File: config.mk
export PLATFORM = sky130hd
export DESIGN_NAME = ext_unit_pipe
export DESIGN_NICKNAME = d
export VERILOG_FILES = /design/src/rtl/ext_unit_pipe.sv
export SDC_FILE = /design/constraint.sdc
export NUM_CORES = 1
export LEC_CHECK = 0
export ABC_AREA = 1
export CAP_MARGIN = 25
export CORE_ASPECT_RATIO = 1.4
export CORE_UTILIZATION = 55
export CTS_CLUSTER_SIZE = 28
export DETAILED_ROUTE_END_ITERATION = 10
export GPL_TIMING_DRIVEN = 0
export PLACE_DENSITY = 0.86
export SYNTH_ARGS = -nofsm -noshare
export SYNTH_HDL_FRONTEND = slang
export SYNTH_SLANG_ARGS = --single-unit
File: constraint.sdc
create_clock -name clk -period 2.65 [get_ports clk]
set_input_delay 0.265 -clock clk [delete_from_list [all_inputs] [get_ports clk]]
set_output_delay 0.265 -clock clk [all_outputs]
set_load 0.01 [all_outputs]
File: src/rtl/ext_unit_pipe.sv
// Pipelined immediate / load-lane extension unit for the MIPS datapath.
// One registered output stage plus a skid register; valid/ready on both sides.
module ext_unit_pipe #(
  parameter int unsigned IN_W  = 16,
  parameter int unsigned OUT_W = 32,
  parameter int unsigned OFF_W = $clog2(OUT_W / 8)
) (
  input  logic             clk,
  input  logic             reset,
  input  logic             in_valid,
  output logic             in_ready,
  input  logic [OUT_W-1:0] a,
  input  logic [2:0]       mode,
  input  logic [OFF_W-1:0] off,
  output logic             out_valid,
  input  logic             out_ready,
  output logic [OUT_W-1:0] y,
  output logic             err
);

  localparam int unsigned SelW = $clog2(2 * OUT_W);

  localparam logic [2:0] ModeZero  = 3'd0;
  localparam logic [2:0] ModeSign  = 3'd1;
  localparam logic [2:0] ModeUpper = 3'd2;
  localparam logic [2:0] ModeByteZ = 3'd3;
  localparam logic [2:0] ModeByteS = 3'd4;
  localparam logic [2:0] ModeHalfZ = 3'd5;
  localparam logic [2:0] ModeHalfS = 3'd6;

  logic [2*OUT_W-1:0] a_pad;
  logic [SelW-1:0]    byte_base;
  logic [SelW-1:0]    half_base;
  logic [7:0]         byte_v;
  logic [15:0]        half_v;
  logic [OUT_W-1:0]   calc_y;
  logic               calc_err;

  // Zero padding above a keeps lane selects in range for any legal OUT_W.
  always_comb begin
    a_pad        = {{OUT_W{1'b0}}, a};
    byte_base    = SelW'({off, 3'b000});
    half_base    = byte_base;
    half_base[3] = 1'b0;
    byte_v       = a_pad[byte_base +: 8];
    half_v       = a_pad[half_base +: 16];
    calc_y       = '0;
    calc_err     = 1'b0;
    case (mode)
      ModeZero:  calc_y = {{(OUT_W - IN_W){1'b0}}, a[IN_W-1:0]};
      ModeSign:  calc_y = {{(OUT_W - IN_W){a[IN_W-1]}}, a[IN_W-1:0]};
      ModeUpper: calc_y = {a[IN_W-1:0], {(OUT_W - IN_W){1'b0}}};
      ModeByteZ: calc_y = {{(OUT_W - 8){1'b0}}, byte_v};
      ModeByteS: calc_y = {{(OUT_W - 8){byte_v[7]}}, byte_v};
      ModeHalfZ, ModeHalfS: begin
        if (off[0]) begin
          calc_err = 1'b1;
        end else if (mode == ModeHalfS) begin
          calc_y = {{(OUT_W - 16){half_v[15]}}, half_v};
        end else begin
          calc_y = {{(OUT_W - 16){1'b0}}, half_v};
        end
      end
      default:   calc_err = 1'b1;
    endcase
  end

  logic             out_valid_q, out_valid_d;
  logic [OUT_W-1:0] y_q, y_d;
  logic             err_q, err_d;
  logic             skid_valid_q, skid_valid_d;
  logic [OUT_W-1:0] skid_y_q, skid_y_d;
  logic             skid_err_q, skid_err_d;
  logic             in_ready_q, in_ready_d;

  logic accept;
  logic out_load;

  assign accept   = in_valid && in_ready_q;
  assign out_load = !out_valid_q || out_ready;

  always_comb begin
    out_valid_d  = out_valid_q;
    y_d          = y_q;
    err_d        = err_q;
    skid_valid_d = skid_valid_q;
    skid_y_d     = skid_y_q;
    skid_err_d   = skid_err_q;
    if (out_load) begin
      // Skid full implies in_ready was low, so no accept can collide here.
      if (skid_valid_q) begin
        y_d          = skid_y_q;
        err_d        = skid_err_q;
        out_valid_d  = 1'b1;
        skid_valid_d = 1'b0;
      end else if (accept) begin
        y_d         = calc_y;
        err_d       = calc_err;
        out_valid_d = 1'b1;
      end else begin
        out_valid_d = 1'b0;
      end
    end else if (accept) begin
      skid_y_d     = calc_y;
      skid_err_d   = calc_err;
      skid_valid_d = 1'b1;
    end
    in_ready_d = !skid_valid_d;
  end

  always_ff @(posedge clk) begin
    if (!reset) begin
      out_valid_q  <= 1'b0;
      y_q          <= '0;
      err_q        <= 1'b0;
      skid_valid_q <= 1'b0;
      skid_y_q     <= '0;
      skid_err_q   <= 1'b0;
      in_ready_q   <= 1'b0;
    end else begin
      out_valid_q  <= out_valid_d;
      y_q          <= y_d;
      err_q        <= err_d;
      skid_valid_q <= skid_valid_d;
      skid_y_q     <= skid_y_d;
      skid_err_q   <= skid_err_d;
      in_ready_q   <= in_ready_d;
    end
  end

  assign in_ready  = in_ready_q;
  assign out_valid = out_valid_q;
  assign y         = y_q;
  assign err       = err_q;

endmodule

# --- Word level (Yosys, flattened, before mapping) ---
# Cells that the tools add are included.
op_classes:
  n_div: 0
  shifts: 2
  eq_ne: 6
  reduce_logical: 10
  mul: 0
  n_lt_le_gt_ge: 0
  mux: 13
  bitwise_logic: 1
  n_addsub: 0
op_table:
  columns: ["operator", "count"]
  rows:
  - ["one-hot mux 32 bit (6 select lines)", 1]
  - ["2-to-1 mux 32 bit", 4]
  - ["indexed part select 64 x 6 -> 16 bit", 1]
  - ["indexed part select 64 x 6 -> 8 bit", 1]
  - ["equality test 3 bit (second input constant)", 3]
  - ["2-to-1 mux 1 bit", 7]
  - ["equality test 3 x 2 -> 1 bit (second input constant)", 2]
  - ["OR reduction 5 bit", 1]
  - ["AND reduction 2 bit", 2]
  - ["equality test 3 x 1 -> 1 bit (second input constant)", 1]
  - ["zero test 3 bit", 1]
  - ["zero test 1 bit", 2]
  - ["one-hot mux 1 bit (2 select lines)", 1]
  - ["nonzero test 2 bit", 1]
  - ["OR reduction 2 bit", 1]
  - ["logical AND 1 bit", 1]
  - ["logical OR 1 bit", 1]
  - ["inverter 1 bit", 1]
word_totals:
  output_inout_bits: 35
  in_bits: 41
  mem_count: 0
  ram_bits: 0
  mem_bits_ro: 0
  elab_cells: 39
  ff_bits: 69
  latchBits: 0

# --- Logic depth before layout (Yosys ltp) ---
logic_depth:
  depth_word: 6
  ltp_mapped: 11
  mapped_depth_nobuf: 9

# --- Least setup slack after synthesis ---
# OpenSTA, ideal clock, no wires.
synth_path:
  path_type: "register to register"
  start: "register out_valid_q (netlist: out_valid)"
  end: "register skid_err_q"
  setup_time_ns: 0.115
  arrival_time_ns: 1.201
  required_ns: 2.535
  n_path_buf: 2
  slack_ns: 1.333
  stages_incl_launch_ff: 8
  synth_period_minus_slack_ns: 1.317
  cell_sequence: "dfxtp_1 -> inv_2 -> nor2_2 -> nand3_1 -> buf_2 -> clkbuf_1 -> o21ai_0 -> inv_1"
synth_between:
  elab_chain_cells: 4
synth_rtl:
  columns: ["item", "line", "rtl"]
  rows:
  - ["from (decl)", "68", "logic out_valid_q, out_valid_d;"]
  - ["from (signal assigned)", "121", "out_valid_q <= out_valid_d;"]
  - ["zero test 1 bit", "80", "assign out_load = !out_valid_q || out_ready;"]
  - ["logical OR 1 bit", "80", null]
  - ["inverter 1 bit (no line)", null, null]
  - ["AND reduction 2 bit (no line)", null, null]
  - ["to (signal assigned)", "126", "skid_err_q <= skid_err_d;"]
  - ["to (decl)", "73", "logic skid_err_q, skid_err_d;"]
# Every way passes these cells.
# A chain may end at the register's enable or synchronous reset.

# --- Worst setup path in the final report ---
layout_path:
  start: "input mode[0]"
  end: "register skid_y_q[9]"
layout_between:
  elab_chain_cells: 3
layout_rtl:
  columns: ["item", "line", "rtl"]
  rows:
  - ["from (decl)", "13", "input logic [2:0] mode,"]
  - ["equality test 3 bit", "49", "case (mode)"]
  - ["OR reduction 2 bit", "49", null]
  - ["one-hot mux 32 bit (6 select lines) (*)", "49", null]
  - ["to (signal assigned)", "125", "skid_y_q <= skid_y_d;"]
  - ["to (decl)", "72", "logic [OUT_W-1:0] skid_y_q, skid_y_d;"]
# Mark *: on every way between the ends. The rest lies on a longest branch, timed or not.

==> results.md <==
* Status: completed
* Worst Path Arrival at ~2.0 ns
* Starting Density at 57.6%
* Setup ws final at 0.865 ns
* Mean post-synth cell area at 6.18 µm²
* Root Driver: clkbuf_8
* Core Rows at 35
* Initial antenna violation count at 0
* Wirelength, routed at 11,200 µm
* CP required at 2.90 ns
* Total CTS buffers at 9
* Post-CTS Setup Bufs at 0
* Core area at 0.00670 mm²
* Number of max-cap violations at 0
* H-tree Lvls at 3
* Cells after Synth at 625
* I/O pins at 76
* Worst Hold Endpoint: y[3]
* Clock slew at reported path FFs at 0.08 ns
* Drt first pass iters at 5
* PD cells at around 500 mW/mm²
* Unrepaired setup endpoints after global routing: false
* Mapped Nets at 666
* Area of the mapped netlist at 0.00386 mm²
* Die ar. at 0.00737 mm²
* Routed WL per cell at approximately 14 µm
* Most common cell after layout, fill and taps aside: nand2_1
* DP Wirelength at 8420 µm
* RR Startpoint: skid_valid_q
* Routed Antenna Nets at 0
* Via count at ~4.3k
* Die Ht at 101 µm
* ANT cells at 0
* Yosys cell types at 21
* Vias in the first global route at around 3.9k
* CP startpoint kind: primary input
* Reg2reg path depth at 8
* Final nets at 750
* GP Congestion at 0.923
* Most frequent cells in the layout: 123 x nand2_1, 115 x a21oi_1, 107 x inv_1
* Clock Path Buffers at 2
* FF+latch count, synth at 69
* Reg-to-reg endpoint: y[27]
* Crit Path Max Fanout at 10
* CTS tree: done
* Yosys warns at 0
* Final hold violations at 0
* First DRT Iteration DRCs at 309
* Highest Clock Rate at 560 MHz
* Port buffer count at 73
* Count of pins over their slew limit at 0
* Clk_lat worst skew at 0.35 ns
* Vias/cell at 5.34
* Critical Path Sink Type: flip-flop
* Setup TNS at 0 ns
* Crit path kind: primary input to flip-flop
* Setup Slack @ Placement at about 0.51 ns
* Area growth syn-to-layout at 26.8%
* Post-cts hold buffer count at 0
* Endpoints failing setup at 0
* Worst-Margin Slew at between 0.5 and 0.6 ns
* R2R Setup Slk at slightly below 1 ns
* Clock Skew at between 0.01 and 0.015 ns
* Minimum clock period at 1.78 ns
* Relative slew slack at 64.9%
* Overflow after GRT at 0
* Sinks on Clock Net at 69
* Post-CTS sizing at 0
* Global-route wire length before repair at 18,000 µm
* All-layer global routing usage at 31.7%
* HP Class: primary input to flip-flop
* Share of cells above drive strength 1 at 7.85%
* Die width at 72.8 µm
* Leakage power figure at 2.47 nW
* Remaining DRCs at 0
* Peak VDD IR at 0.315 mV
* Ratio of final minimum period to clock period at between 60 and 70%
* HP Start: off[0]
* Largest net degree at the start of global routing at 13
* Sequential area share after synthesis at 35.8%
* Hold path depth at 6
## flip-flops by register name (all words and copies together), names as in the netlist
signal and flops:
skid_y_q 32, y 32, out_valid 1, err 1, skid_valid_q 1, skid_err_q 1
in_ready 1
## report_power, final
group	internal, mW	total [mW]	switching (mW)	leakage, nW
Combinational	0.216	0.496	0.280	1.82
Clock	0.429	0.837	0.408	0.0950
Sequential	1.09	1.11	0.0243	0.563
## stage by stage
stage | total power [mW] | std cells | utilization (%) | hold slack, ns | area (µm²)
2_1_floorplan | 1.40 | 625 | - | 0.403 | 3860
3_3_place_gp | 1.61 | 790 | 70.3 | 0.516 | 4710
3_5_place_dp | 1.62 | 790 | 70.3 | 0.525 | 4710
4_1_cts | 2.44 | 805 | 73.1 | 0.455 | 4900
5_1_grt | 2.55 | 805 | 73.1 | 0.531 | 4900
6_report | 2.44 | 805 | 73.1 | 0.462 | 4900
## worst max path at each step
stage / start / end / slack (ns) / cells after the start
floorplan: out_valid / skid_err_q / 1.33 / 7
global placement: mode[0] / skid_y_q[11] / 0.54 / 11
detailed placement: mode[0] / skid_y_q[9] / 0.51 / 11
CTS: mode[0] / skid_y_q[11] / 0.87 / 11
global route: mode[0] / skid_y_q[11] / 0.69 / 11
finish: mode[0] / skid_y_q[9] / 0.87 / 11
## synthesized netlist by cell type
cell type  count  area [µm²]
nand2_1      123         462
a21oi_1      115         576
inv_1        107         402
dfxtp_1       69        1380
nand3_1       44         220
nor2_1        42         158
o21ai_0       41         205
o21ai_1       26         130
buf_2         18        90.1
clkbuf_1      14        52.6
inv_2          7        26.3
nand2_2        5        31.3
buf_6          4        45.0
buf_1          2        7.51
buf_4          2        15.0
clkinv_1       1        3.75
inv_4          1        6.26
nand4_2        1        12.5
nand4_4        1        21.3
nor2_2         1        6.26
nor2_4         1        11.3
## layer usage
metal | part of all wire, % | GRT usage, % | vias to the layer above
met3 | 5.5 | 5.47 | 27
met4 | 3.0 | 12.7 | 0
met1 | 41 | 38.4 | 1970
met5 | 0 | 0 | -
li1 | - | - | 2134
met2 | 50 | 55.1 | 171
## final cells by class
type,instances,area [µm²]
plain buffers,40,210
clock buffers,9,124
clock inverters,6,65.1
fillers,621,1800
inverters,116,438
multi-input cells,400,1830
flip-flops and latches,69,1380
well taps,92,115
repair buffers,73,731
## logic make-up after synthesis
kind of cell | Yosys count | share of synthesized area, %
simple gates | 218 | 23.9
compound gates | 182 | 23.6
buf+inv | 156 | 16.8
flops | 69 | 35.8
## critical path, stage by stage
cell and delay (ns):
clkdlybuf4s50_1 0.64, inv_2 0.06, nand2_1 0.06, nand2_1 0.08, nand2_1 0.09, buf_2 0.26
nor2_1 0.07, nor2_1 0.19, nand2_1 0.11, o21ai_1 0.13, inv_1 0.06
Note: power is estimated with default switching activity, not from simulation.
==> RTL edit 1, RTL diff (same settings) <==
Register the output `err` once more, with the module's reset; this adds one clock of latency there. The other outputs are not delayed to match.
--- a/src/rtl/ext_unit_pipe.sv
+++ b/src/rtl/ext_unit_pipe.sv
@@ -131,7 +131,13 @@
   assign in_ready  = in_ready_q;
   assign out_valid = out_valid_q;
   assign y         = y_q;
-  assign err       = err_q;
+  always_ff @(posedge clk) begin
+    if (!reset) begin
+      err <= '0;
+    end else begin
+      err <= err_q;
+    end
+  end
 
 endmodule
 
Behaviour: not the same (Yosys sat finds a counterexample within 4 cycles, from zero or initial values and one cycle with reset low).
==> RTL edit 1 against the unedited design <==
Cell area grew 5.0%. Clock power grew 7.8%. Critical path type is now reg2reg. Area after synthesis grew 5.8%. Setup slack lost 0.064 ns. Non-clock buffer count grew 3. First-iteration DRC count grew 12%. Total power grew 4.4%. Sequential cell count grew 1. Wire length grew 3.6%.
==> RTL edit 1: results (changes against the unedited design) <==
- Slowest CP cell: clkbuf_1 (was clkdlybuf4s50_1)
- Reg clk slew, reported paths: 0.08 ns (about the same)
- Total iterations of the first detailed-routing run: 5 (unchanged)
- DP Cell Count: 799 (was 790)
- Xor and xnor area share after synthesis: 0% (unchanged)
- Clk pwr share: 35.3% (was 34.3%)
- Syn_nets: 672 (was 666)
- Hold depth: 2 (was 6)
- Final hold slack: 0.432 ns (was 0.462 ns)
- Clock buffers created by TritonCTS: 9 (unchanged)
- Gr usage total: 31.6% (was 31.7%)
- Setup slack, reg-to-reg: 0.80 ns (was 0.97 ns)
- Slowest stage delay, CP: 0.41 ns (was 0.64 ns)
- Post-Syn Instances: 631 (was 625)
- Sequential-to-total area share from yosys stat: 34.3% (was 35.8%)
- Clk_skew: 0.0172 ns (was 0.0127 ns)
- CTS Buffer Depth: 2 (unchanged)
- Leakage: 2.57 nW (was 2.47 nW)
- Cells on worst reg2reg path: 8 (unchanged)
- Fill cells: 617 (was 621)
- Final #Nets: 756 (was 750)
- Gates resized, CTS repair: 0 (unchanged)
- Peak supply drop: 0.347 mV (was 0.315 mV)
- Startpoint Class: flip-flop (was input port)
- Compound-gate portion of the synthesized area: 22.7% (was 23.6%)
- Largest cells by area after synthesis: dfxtp_1, a21oi_1, nand2_1, inv_1, o21ai_0 (was dfxtp_1, a21oi_1, nand2_1, inv_1, nand3_1)
- Synth cell count leaders: nand2_1, a21oi_1, inv_1 (unchanged)
- Hold worst-path end: err$_SDFF_PN0_ (was y[3]$_SDFFE_PN0P_)
- Congestion Overflow GR: 0 (unchanged)
- Layout cells sized above 1: 10.0% (was 7.85%)
- Largest net degree at the start of global routing: 14 (was 13)
- Post-route insts no fill: 815 (was 805)
- Total number of vias: 4,387 (was 4,302)
- # DRC: 0 (unchanged)
- R2r startpoint: skid_valid_q$_SDFF_PN0_ (unchanged)
- Pre-CTS setup slack: 0.598 ns (was 0.507 ns)
- Crit Path Max Fanout: 10 (unchanged)
- Status: complete, no violations (unchanged)
- Post-CTS Setup Bufs: 0 (unchanged)
- Reg2Reg Capture Point: y[27]$_SDFFE_PN0P_ (unchanged)
- Routability cong.: 0.994 (was 0.923)
- Combinational share of power: 20.6% (was 20.3%)
- First-pass GRT wire length: 19,200 microns (was 18,000 microns)
- Post-synth top flop: dfxtp_1 (unchanged)
- Initial DRC Count: 345 (was 309)
- Pint: 0.00179 W (was 0.00173 W)
- Synth cell types: 29 (was 21)
- Worst path arrival time: 2.13 ns (was 2.03 ns)
- P_sw: 0.000762 W (was 0.000712 W)
- Vias in the first global route: 4,127 (was 3,920)
- Slew margin rel.: 65.9% (was 64.9%)
- Hold_sp: err_q$_SDFFE_PN0P_ (was off[0])
- Placed cell areas: 4940 sq um (was 4710 sq um)
- WL per Instance: 14.3 microns (was 13.9 microns)
- IO buf count: 73 (unchanged)
- Clock tree root buffer cell: clkbuf_8 (unchanged)
- Post-DP HPWL: 8820 microns (was 8420 microns)
- Achievable clock frequency: 541 MHz (was 560 MHz)
- Worst Hold Class: reg2reg (was in2reg)
## RTL edit 1: changes by cell type in the layout (fill, tap and decap cells not counted), sizes merged
cell / change
buf: -6
clkbuf: +10
clkinv: +1
dfxtp: +1
inv: -5
nand2: +14
nand3: -4
nand4: +21
nor2: -26
nor3: +1
o21ai: -2
o22ai: +1
or2: +1
## RTL edit 1: layout make-up
type	count	area, sq um	area share (%)
Sequential cell	70	1400	27.3
Timing Repair Buffer	73	731	14.2
Clock inverter	6	68.8	1.34
Clock buffer	10	138	2.68
Inverter	112	428	8.32
Tap cell	95	119	2.31
Buffer	43	233	4.53
Multi-Input combinational cell	406	2020	39.4
## RTL edit 1: metal layers
layer | share of wire (%) | track usage, % | wire, microns
met1 | 41 | 36.8 | 4720
met2 | 51 | 54.9 | 5970
met3 | 5.1 | 5.33 | 594
met4 | 2.8 | 13.7 | 331
met5 | 0 | 0 | 0
## RTL edit 1: worst min-delay path: stages (launching register included)
cell     delay (ns)
dfxtp_1        0.30
nand2_1        0.04
inv_1          0.04
==> RTL edit 2, RTL diff (same settings) <==
Without the edit above. `OUT_W`: 32 -> 64.
--- a/src/rtl/ext_unit_pipe.sv
+++ b/src/rtl/ext_unit_pipe.sv
@@ -2,7 +2,7 @@
 // One registered output stage plus a skid register; valid/ready on both sides.
 module ext_unit_pipe #(
   parameter int unsigned IN_W  = 16,
-  parameter int unsigned OUT_W = 32,
+  parameter int unsigned OUT_W = 64,
   parameter int unsigned OFF_W = $clog2(OUT_W / 8)
 ) (
   input  logic             clk,
Interface: changed (resized a, off and y); port bits go from 76 to 141. No check against the original RTL was run, so the function may have changed too.
==> RTL edit 2 against the unedited design <==
Wire length rose by 25%. Synthesized cell count up 6.2%. Total power increased by 17%. Critical path depth shrank 9. Non-clock buffer count is 101 higher. Combinational power rose by 44%. Maximum frequency down 23%. Sequential cell count increased by 2. Die area grew 14%. Cell area up 25%. Largest cell class unchanged. Area after synthesis grew 14%. Setup slack worse by 0.54 ns. Highest routed layer unchanged.
==> RTL edit 2: results (changes against the unedited design) <==
- Met2 Routed Length: 7020 microns (was 5640 microns)
- Synth cell count leaders: nand2_1, nor2_1, a21oi_1 (was nand2_1, a21oi_1, inv_1)
- CP Capture Point: y[22] (was skid_y_q[9]$_SDFFE_PN0P_)
- Hold worst-path end: y[47]$_SDFFE_PN0P_ (was y[3]$_SDFFE_PN0P_)
- Initial DRC Count: 470 (was 309)
- Syn_nets: 738 (was 666)
- CP delay by family, top: flip-flops (was buffers and inverters)
- Hold_sp: reset (was off[0])
- Vias in the first global route: 4,820 (was 3,920)
- Hold depth: 3 (was 6)
- Slowest stage delay, CP: 0.94 ns (was 0.64 ns)
- Synth cell types: 30 (was 21)
- WL per Instance: 15.3 microns (was 13.9 microns)
- Slew @ Worst Pin: 0.935 ns (was 0.526 ns)
- Final #Nets: 886 (was 750)
- Status: complete, no violations (unchanged)
- P_sw: 0.000803 W (was 0.000712 W)
- Sequential-to-total area share from yosys stat: 32.2% (was 35.8%)
- Largest cells by area after synthesis: dfxtp_1, nand2_1, a21oi_1, buf_4, nor2_1 (was dfxtp_1, a21oi_1, nand2_1, inv_1, nand3_1)
- Pre-CTS setup slack: 0.525 ns (was 0.507 ns)
- Clk pwr share: 35.1% (was 34.3%)
- Crit path from: y[47]$_SDFFE_PN0P_ (was mode[0])
- Total power: 0.00285 W (was 0.00244 W)
- Gr usage total: 33.4% (was 31.7%)
- Setup slack, reg-to-reg: 0.74 ns (was 0.97 ns)
- First-pass GRT wire length: 21,900 microns (was 18,000 microns)
- Ys Warns: 0 (unchanged)
- Final hold slack: 0.224 ns (was 0.462 ns)
- Post-DP HPWL: 10,800 microns (was 8420 microns)
- Peak supply drop: 0.414 mV (was 0.315 mV)
- Largest net degree at the start of global routing: 34 (was 13)
- Total iterations of the first detailed-routing run: 6 (was 5)
- Routed wl met3: 1080 microns (was 612 microns)
- Slowest CP cell: dfxtp_1 (was clkdlybuf4s50_1)
- Placed cell areas: 5910 sq um (was 4710 sq um)
- Worst path arrival time: 2.06 ns (was 2.03 ns)
- Routability cong.: 0.931 (was 0.923)
- Clk_skew: 0.00705 ns (was 0.0127 ns)
- Reg2Reg Capture Point: y[5]$_SDFFE_PN0P_ (was y[27]$_SDFFE_PN0P_)
- Leakage: 2.86 nW (was 2.47 nW)
[RTL edit 2: cell count changes in the layout (fill, tap and decap cells not counted), sizes merged, moves of 26 or more]
cell and delta:
nor2 +37, a21oi -39, o211ai +26, clkdlybuf4s50 +64, nand4 +30, buf +37, inv -48
[RTL edit 2: final cells by class]
cell class	count	area (sq um)
inverters	67	256
fillers	612	1610
flip-flops and latches	71	1420
clock inverters	5	80.1
repair buffers	137	1370
plain buffers	77	483
clock buffers	11	151
multi-input cells	449	2250
well taps	100	125
[RTL edit 2: cells by family (layout without fill, tap and decap cells)]
| group | Yosys count | after routing | share of synthesized area, % |
|---|---|---|---|
| AOI/OAI and AO/OA | 165 | 165 | 21.5 |
| and+or+nand+nor | 284 | 284 | 29.5 |
| buffers and inverters | 144 | 297 | 16.8 |
| DFF | 71 | 71 | 32.2 |
[RTL edit 2: metal layers]
metal	track usage [%]	vias up
met5	0	-
met4	22.4	0
met3	6.16	64
met2	60.2	334
met1	35.3	2324
li1	-	2465
